[src/rtl/fifo_burst_drain.sv]
// -----------------------------------------------------------------------------
// fifo_burst_drain
// Read-side master for a synchronous FIFO. It watches the FIFO fill level,
// pops words and forwards them downstream as framed bursts with first/last
// markers and a constant length field.
//   - A full burst carries BURST_LEN words and starts as soon as that many are
//     present.
//   - A partial burst (1..BURST_LEN-1 words) starts when the FIFO has sat
//     non-empty but short of a full burst for TIMEOUT idle cycles, or at once
//     on i_flush.
// The output is a single registered stage, so with i_ready held high a burst
// streams one beat per cycle.
//
// Ports
//   i_clk         clock
//   i_rst_n       asynchronous active-low reset
//   i_fifo_valid  FIFO head word valid (FIFO not empty)
//   i_fifo_data   FIFO head word
//   i_fifo_level  FIFO occupancy in words
//   o_fifo_ready  pop request; a pop happens when o_fifo_ready & i_fifo_valid
//   i_flush       start a partial burst with whatever the FIFO holds
//   i_ready       downstream accepts the current beat
//   o_valid       output beat valid
//   o_data        output beat data
//   o_first       first beat of a burst
//   o_last        last beat of a burst
//   o_len         burst length, constant for the whole burst
//   o_busy        a burst is in progress
// -----------------------------------------------------------------------------
module fifo_burst_drain #(
    parameter int DATA_WIDTH = 32,
    parameter int LVL_WIDTH  = 9,
    parameter int BURST_LEN  = 16,
    parameter int TO_WIDTH   = 8,
    parameter int TIMEOUT    = 200
) (
    input  logic                  i_clk,
    input  logic                  i_rst_n,
    input  logic                  i_fifo_valid,
    input  logic [DATA_WIDTH-1:0] i_fifo_data,
    input  logic [LVL_WIDTH-1:0]  i_fifo_level,
    output logic                  o_fifo_ready,
    input  logic                  i_flush,
    input  logic                  i_ready,
    output logic                  o_valid,
    output logic [DATA_WIDTH-1:0] o_data,
    output logic                  o_first,
    output logic                  o_last,
    output logic [LVL_WIDTH-1:0]  o_len,
    output logic                  o_busy
);

    localparam logic [LVL_WIDTH-1:0] BURST_LEN_C = LVL_WIDTH'(BURST_LEN);
    localparam logic [TO_WIDTH-1:0]  TIMEOUT_C   = TO_WIDTH'(TIMEOUT);
    localparam logic [TO_WIDTH-1:0]  TO_MAX_C    = {TO_WIDTH{1'b1}};

    typedef enum logic [0:0] {
        ST_IDLE  = 1'b0,
        ST_BURST = 1'b1
    } state_t;

    state_t                  state_q,      state_d;
    logic [LVL_WIDTH-1:0]    rem_cnt_q,    rem_cnt_d;
    logic [TO_WIDTH-1:0]     to_cnt_q,     to_cnt_d;
    logic                    first_pend_q, first_pend_d;
    logic                    valid_q,      valid_d;
    logic [DATA_WIDTH-1:0]   data_q,       data_d;
    logic                    first_q,      first_d;
    logic                    last_q,       last_d;
    logic [LVL_WIDTH-1:0]    len_q,        len_d;

    logic                    level_nz_s;
    logic                    fifo_ready_s;
    logic                    pop_s;
    logic                    start_s;
    logic [LVL_WIDTH-1:0]    start_len_s;

    // FIFO holds at least one word
    assign level_nz_s = (i_fifo_level != {LVL_WIDTH{1'b0}});

    // Next-state, pop request and output-stage update
    always_comb begin
        state_d      = state_q;
        rem_cnt_d    = rem_cnt_q;
        to_cnt_d     = to_cnt_q;
        first_pend_d = first_pend_q;
        valid_d      = valid_q;
        data_d       = data_q;
        first_d      = first_q;
        last_d       = last_q;
        len_d        = len_q;
        fifo_ready_s = 1'b0;
        pop_s        = 1'b0;
        start_s      = 1'b0;
        start_len_s  = {LVL_WIDTH{1'b0}};

        case (state_q)
            ST_IDLE: begin
                // The output stage is empty here, so the level is exact.
                if (i_fifo_level >= BURST_LEN_C) begin
                    start_s     = 1'b1;
                    start_len_s = BURST_LEN_C;
                end else if (level_nz_s && ((to_cnt_q == TIMEOUT_C) || i_flush)) begin
                    start_s     = 1'b1;
                    start_len_s = i_fifo_level;
                end else if (level_nz_s) begin
                    // Saturate so a long idle never wraps back below TIMEOUT.
                    if (to_cnt_q != TO_MAX_C) begin
                        to_cnt_d = to_cnt_q + TO_WIDTH'(1);
                    end else begin
                        to_cnt_d = to_cnt_q;
                    end
                end else begin
                    to_cnt_d = {TO_WIDTH{1'b0}};
                end

                if (start_s) begin
                    state_d      = ST_BURST;
                    len_d        = start_len_s;
                    rem_cnt_d    = start_len_s;
                    first_pend_d = 1'b1;
                    to_cnt_d     = {TO_WIDTH{1'b0}};
                end else begin
                    state_d = ST_IDLE;
                end
            end

            ST_BURST: begin
                // Pop only when the output register is free or draining this cycle.
                fifo_ready_s = (rem_cnt_q != {LVL_WIDTH{1'b0}}) && (!valid_q || i_ready);
                pop_s        = fifo_ready_s && i_fifo_valid;

                if (pop_s) begin
                    data_d       = i_fifo_data;
                    valid_d      = 1'b1;
                    first_d      = first_pend_q;
                    last_d       = (rem_cnt_q == LVL_WIDTH'(1));
                    rem_cnt_d    = rem_cnt_q - LVL_WIDTH'(1);
                    first_pend_d = 1'b0;
                end else if (valid_q && i_ready) begin
                    // The last beat cannot overlap a pop: rem_cnt is already zero.
                    valid_d = 1'b0;
                    if (last_q) begin
                        state_d = ST_IDLE;
                    end else begin
                        state_d = ST_BURST;
                    end
                end else begin
                    state_d = ST_BURST;
                end
            end

            default: begin
                state_d = ST_IDLE;
            end
        endcase
    end

    // State and output registers with asynchronous clear
    always_ff @(posedge i_clk or negedge i_rst_n) begin
        if (!i_rst_n) begin
            state_q      <= ST_IDLE;
            rem_cnt_q    <= {LVL_WIDTH{1'b0}};
            to_cnt_q     <= {TO_WIDTH{1'b0}};
            first_pend_q <= 1'b0;
            valid_q      <= 1'b0;
            data_q       <= {DATA_WIDTH{1'b0}};
            first_q      <= 1'b0;
            last_q       <= 1'b0;
            len_q        <= {LVL_WIDTH{1'b0}};
        end else begin
            state_q      <= state_d;
            rem_cnt_q    <= rem_cnt_d;
            to_cnt_q     <= to_cnt_d;
            first_pend_q <= first_pend_d;
            valid_q      <= valid_d;
            data_q       <= data_d;
            first_q      <= first_d;
            last_q       <= last_d;
            len_q        <= len_d;
        end
    end

    assign o_fifo_ready = fifo_ready_s;
    assign o_valid      = valid_q;
    assign o_data       = data_q;
    assign o_first      = first_q;
    assign o_last       = last_q;
    assign o_len        = len_q;
    assign o_busy       = (state_q == ST_BURST);

endmodule

[config.mk]
export PLATFORM = sky130hd
export DESIGN_NAME = fifo_burst_drain
export DESIGN_NICKNAME = d
export VERILOG_FILES = /design/src/rtl/fifo_burst_drain.sv
export SDC_FILE = /design/constraint.sdc
export NUM_CORES = 1
export LEC_CHECK = 0
export BUFFER_PORTS_ARGS = -buffer_cell sky130_fd_sc_hd__buf_2
export CAP_MARGIN = 30
export CELL_PAD_IN_SITES_DETAIL_PLACEMENT = 0
export CELL_PAD_IN_SITES_GLOBAL_PLACEMENT = 1
export CORE_MARGIN = 4
export CORE_UTILIZATION = 40
export DETAILED_ROUTE_END_ITERATION = 7
export PLACE_DENSITY_LB_ADDON = 0.08
export SLEW_MARGIN = 20
export SYNTH_ARGS = -nofsm -noshare
export SYNTH_HDL_FRONTEND = slang
export SYNTH_SLANG_ARGS = --single-unit
[constraint.sdc]
create_clock -name i_clk -period 4.4 [get_ports i_clk]
set_clock_uncertainty 0.2 [all_clocks]
set_input_delay 0 -clock i_clk [delete_from_list [all_inputs] [get_ports i_clk]]
set_output_delay 0 -clock i_clk [all_outputs]
set_load 0.05 [all_outputs]
==> flow_summary_export.csv <==
group,metric,value,unit
drt,num_vias,2557,
synthesis,syn_inst,297,
finish,stdcell_count,533,
clocking,htree_levels,3,
clocking,clock_sinks,63,
drt,drt_wl_total,7350,um
synthesis,synth.avg_cell_area,9.74,um^2
setup_path,crit_arrival,2510,ps
drt,first_pass_iters,4,
timing,setup_viol,0,
floorplan,dieArea,0.00866,mm^2
timing,drv_slew,0,
place,placed_cells,474,
setup_path,crit_family,"simple AND/OR/NAND/NOR gates",
setup_path,end_kind,"register",
synthesis,synth-seq-cells,63,
timing,fin_tns_setup,0,ps
synthesis,syn-cell-area,0.00289,mm^2
setup_path,critical_path_required,4410,ps
power_and_ir_drop,total_power,1630,uW
outcome,status,"completed",
timing,rsz0062_at_grt,"no",
clocking,cts_tree,"done",
clocking,clock-root-buffer,"clkbuf_8",
setup_path,path_class,"reg2reg",
global_route,grt_use_total,17.8,%
min_path,min_path_cells,4,
finish,num_antenna_cells,0,
timing,slew_headroom,47.0,%
finish,multi_input_area,0.00123,mm^2
timing,worstMarginPinSlew,795,ps
floorplan,io_pins,92,
setup_path,r2r_start,"rem_cnt_q[0]",
global_route,grt_max_degree,64,
synthesis,synth_edf_count,0,
synthesis,synth_top_flop_cell,"dfrtp_1",
setup_path,rrSetupSlack,1900,ps
place,place.gp.congestion,0.789,
min_path,hold_path_class,"in2reg",
floorplan,die_x,93.0,um
min_path,hold_start,"i_fifo_level[6]",
setup_path,r2r_cells,8,
drt,routed_via_density,4.80,
finish,seq_area,0.00158,mm^2
global_route,gr-total-overflow,0,
finish,layout.nets,483,
clocking,path_clk_slew,70,ps
clocking,clockBufferDepth,2,
min_path,whs_endpoint,"rem_cnt_q[4]",
global_route,antenna_found_initial,0,
setup_path,crit_chain,"inv_1, ha_1, nor4b_1, nand3_1, nand3_2, buf_8, nor3_1, a211o_1",
finish,filler_cell_count,647,
synthesis,yosysWarnings,0,
setup_path,rr_endpoint,"rem_cnt_q[7]",
floorplan,initial_core_util,41.9,%
setup_path,start_kind,"register",
drt,drtIter0Drc,110,
drt,wl_per_cell,13.8,um
synthesis,async_reset_ff_share,100,%
run,max_cap_viol_count,0,
place,port_buffers,91,
power_and_ir_drop,leakage,0.00216,uW
power_and_ir_drop,peakVddDrop,0.212,mV
setup_path,slowest_delay,460,ps
floorplan,core,0.00691,mm^2
timing,period_minus_slack,2500,ps
timing,holdWs,14.1,ps
setup_path,cp_num_buf_inv,2,
synthesis,seq_area_frac_synth,54.5,%
power_and_ir_drop,p_per_area,405,mW/mm^2
timing,fin_crit_sh,56.7,%
clocking,cts_buffers,9,
global_route,grt_pass1_wl,12300,um
drt,drc,0,
place,dp_hpwl,4680,um
synthesis,ys_types,50,
finish,area_growth,39.7,%
finish,drive_gt1_share,27.9,%
synthesis,syn-num-nets,348,
global_route,grt_pass1_vias,2530,
setup_path,crit_slowest_cell,"nand3_2",
timing,max_freq,401,MHz
floorplan,chipHeight,93.0,um
setup_path,cp_max_fo,24,
drt,route.antenna.remaining_nets,0,
timing,hold_viol,0,
floorplan,row_count,30,
clocking,worstSkewPairLatency,330,ps
[timing repair]
| action | 4_1_cts | 5_1_grt |
|---|---|---|
| setup buffers | 0 | 0 |
| resized for setup | 0 | 0 |
| endpoints found under the hold margin | 107 | 0 |
| hold buffers | 42 | 0 |
| setup endpoints to repair | 0 | 0 |
[sequential cells by signal, indices dropped and copies added, names as in the netlist]
name          cells
o_data           32
o_len             9
rem_cnt_q         9
to_cnt_q          8
first_pend_q      1
o_busy            1
o_first           1
o_last            1
o_valid           1
[per-layer routing]
layer / global-route usage (%) / routed length [um]
met4: 5.62 / 82
met1: 25.8 / 3480
met2: 26.0 / 3330
met3: 4.83 / 462
met5: 0 / 0
[Yosys cell counts, types with 2 or more instances]
master	instances	share of area, %
buf_2	4	0.69
nor2b_1	2	0.43
a221o_1	3	1.0
nor2_1	4	0.52
dfrtp_1	63	54
or3_1	5	1.1
and2_1	5	1.1
o21ai_0	3	0.52
nor2_2	2	0.43
nand4_1	2	0.43
and4_1	2	0.61
nand3_1	7	1.2
and3b_1	2	0.61
nor3_1	6	1.0
a21oi_1	8	1.4
and3_1	5	1.1
clkbuf_1	4	0.52
a211o_1	3	0.91
a21o_1	5	1.3
a22o_1	7	2.1
or4_4	2	0.78
nand2_1	114	15
inv_1	6	0.78
nand3b_1	2	0.52
ha_1	5	2.2
buf_6	2	0.78
[worst max path at each step]
| stage | depth (start not counted) | end | startpoint |
|---|---|---|---|
| after floorplan | 8 | rem_cnt_q[7] | rem_cnt_q[0] |
| after global placement | 4 | rem_cnt_q[0] | o_busy |
| after detailed placement | 4 | rem_cnt_q[0] | o_busy |
| after CTS | 4 | rem_cnt_q[0] | o_busy |
| after global routing | 8 | rem_cnt_q[7] | rem_cnt_q[0] |
| final | 8 | rem_cnt_q[7] | rem_cnt_q[0] |
[power by group]
part           internal, uW  leakage (uW)  switching [uW]
clock network           275      0.000100             216
registers               645      0.000795            50.1
logic                   144       0.00126             305
total                  1060       0.00216             571
[kinds of logic (layout without fill, tap and decap cells)]
| kind of cell | after synthesis | count (layout) | synth area share [%] |
|---|---|---|---|
| compound gates | 39 | 39 | 10.9 |
| fa+ha+maj | 5 | 5 | 2.16 |
| buf+inv | 17 | 157 | 2.90 |
| simple gates | 169 | 169 | 28.0 |
| flops | 63 | 63 | 54.5 |
| mux | 3 | 3 | 1.25 |
| xor+xnor | 1 | 1 | 0.303 |
[layout make-up]
| cell class | count | share of cell area [%] |
|---|---|---|
| well taps | 96 | 2.97 |
| flip-flops and latches | 63 | 39.0 |
| inverters | 6 | 0.557 |
| clock inverters | 4 | 1.11 |
| clock buffers | 12 | 3.59 |
| multi-input cells | 217 | 30.5 |
| repair buffers | 135 | 22.2 |
[placed cells by master, fill, tap and decap left out, types with 2 or more instances in the layout]
master,instances
ha_1,5
a22o_1,7
clkbuf_1,2
a211o_1,3
dfrtp_1,63
a21o_1,5
and3_1,5
o21ai_0,3
or4_4,2
clkbuf_8,10
a21oi_1,8
nand3b_1,2
nand2_1,114
dlygate4sd3_1,42
nor2b_1,2
nand4_1,2
nor2_1,4
and4_1,2
and3b_1,2
buf_2,91
and2_1,5
or3_1,5
nand3_1,7
nor2_2,2
inv_1,6
clkinv_2,3
a221o_1,3
nor3_1,6
[per-stage QoR]
step	util (%)	instance area [um^2]	worst slack, ps
3_5_place_dp	49.4	3410	1630
3_3_place_gp	49.4	3410	1700
5_1_grt	58.5	4040	1710
6_report	58.5	4040	1900
4_1_cts	58.3	4030	1630
2_1_floorplan	-	2890	2310
[tightest hold or removal path, delay by kind of cell]
kind,cells,cell delay [ps]
compound gates,1,230
buf+inv,1,70
simple gates,2,170
Note: power is estimated with default switching activity, not from simulation.
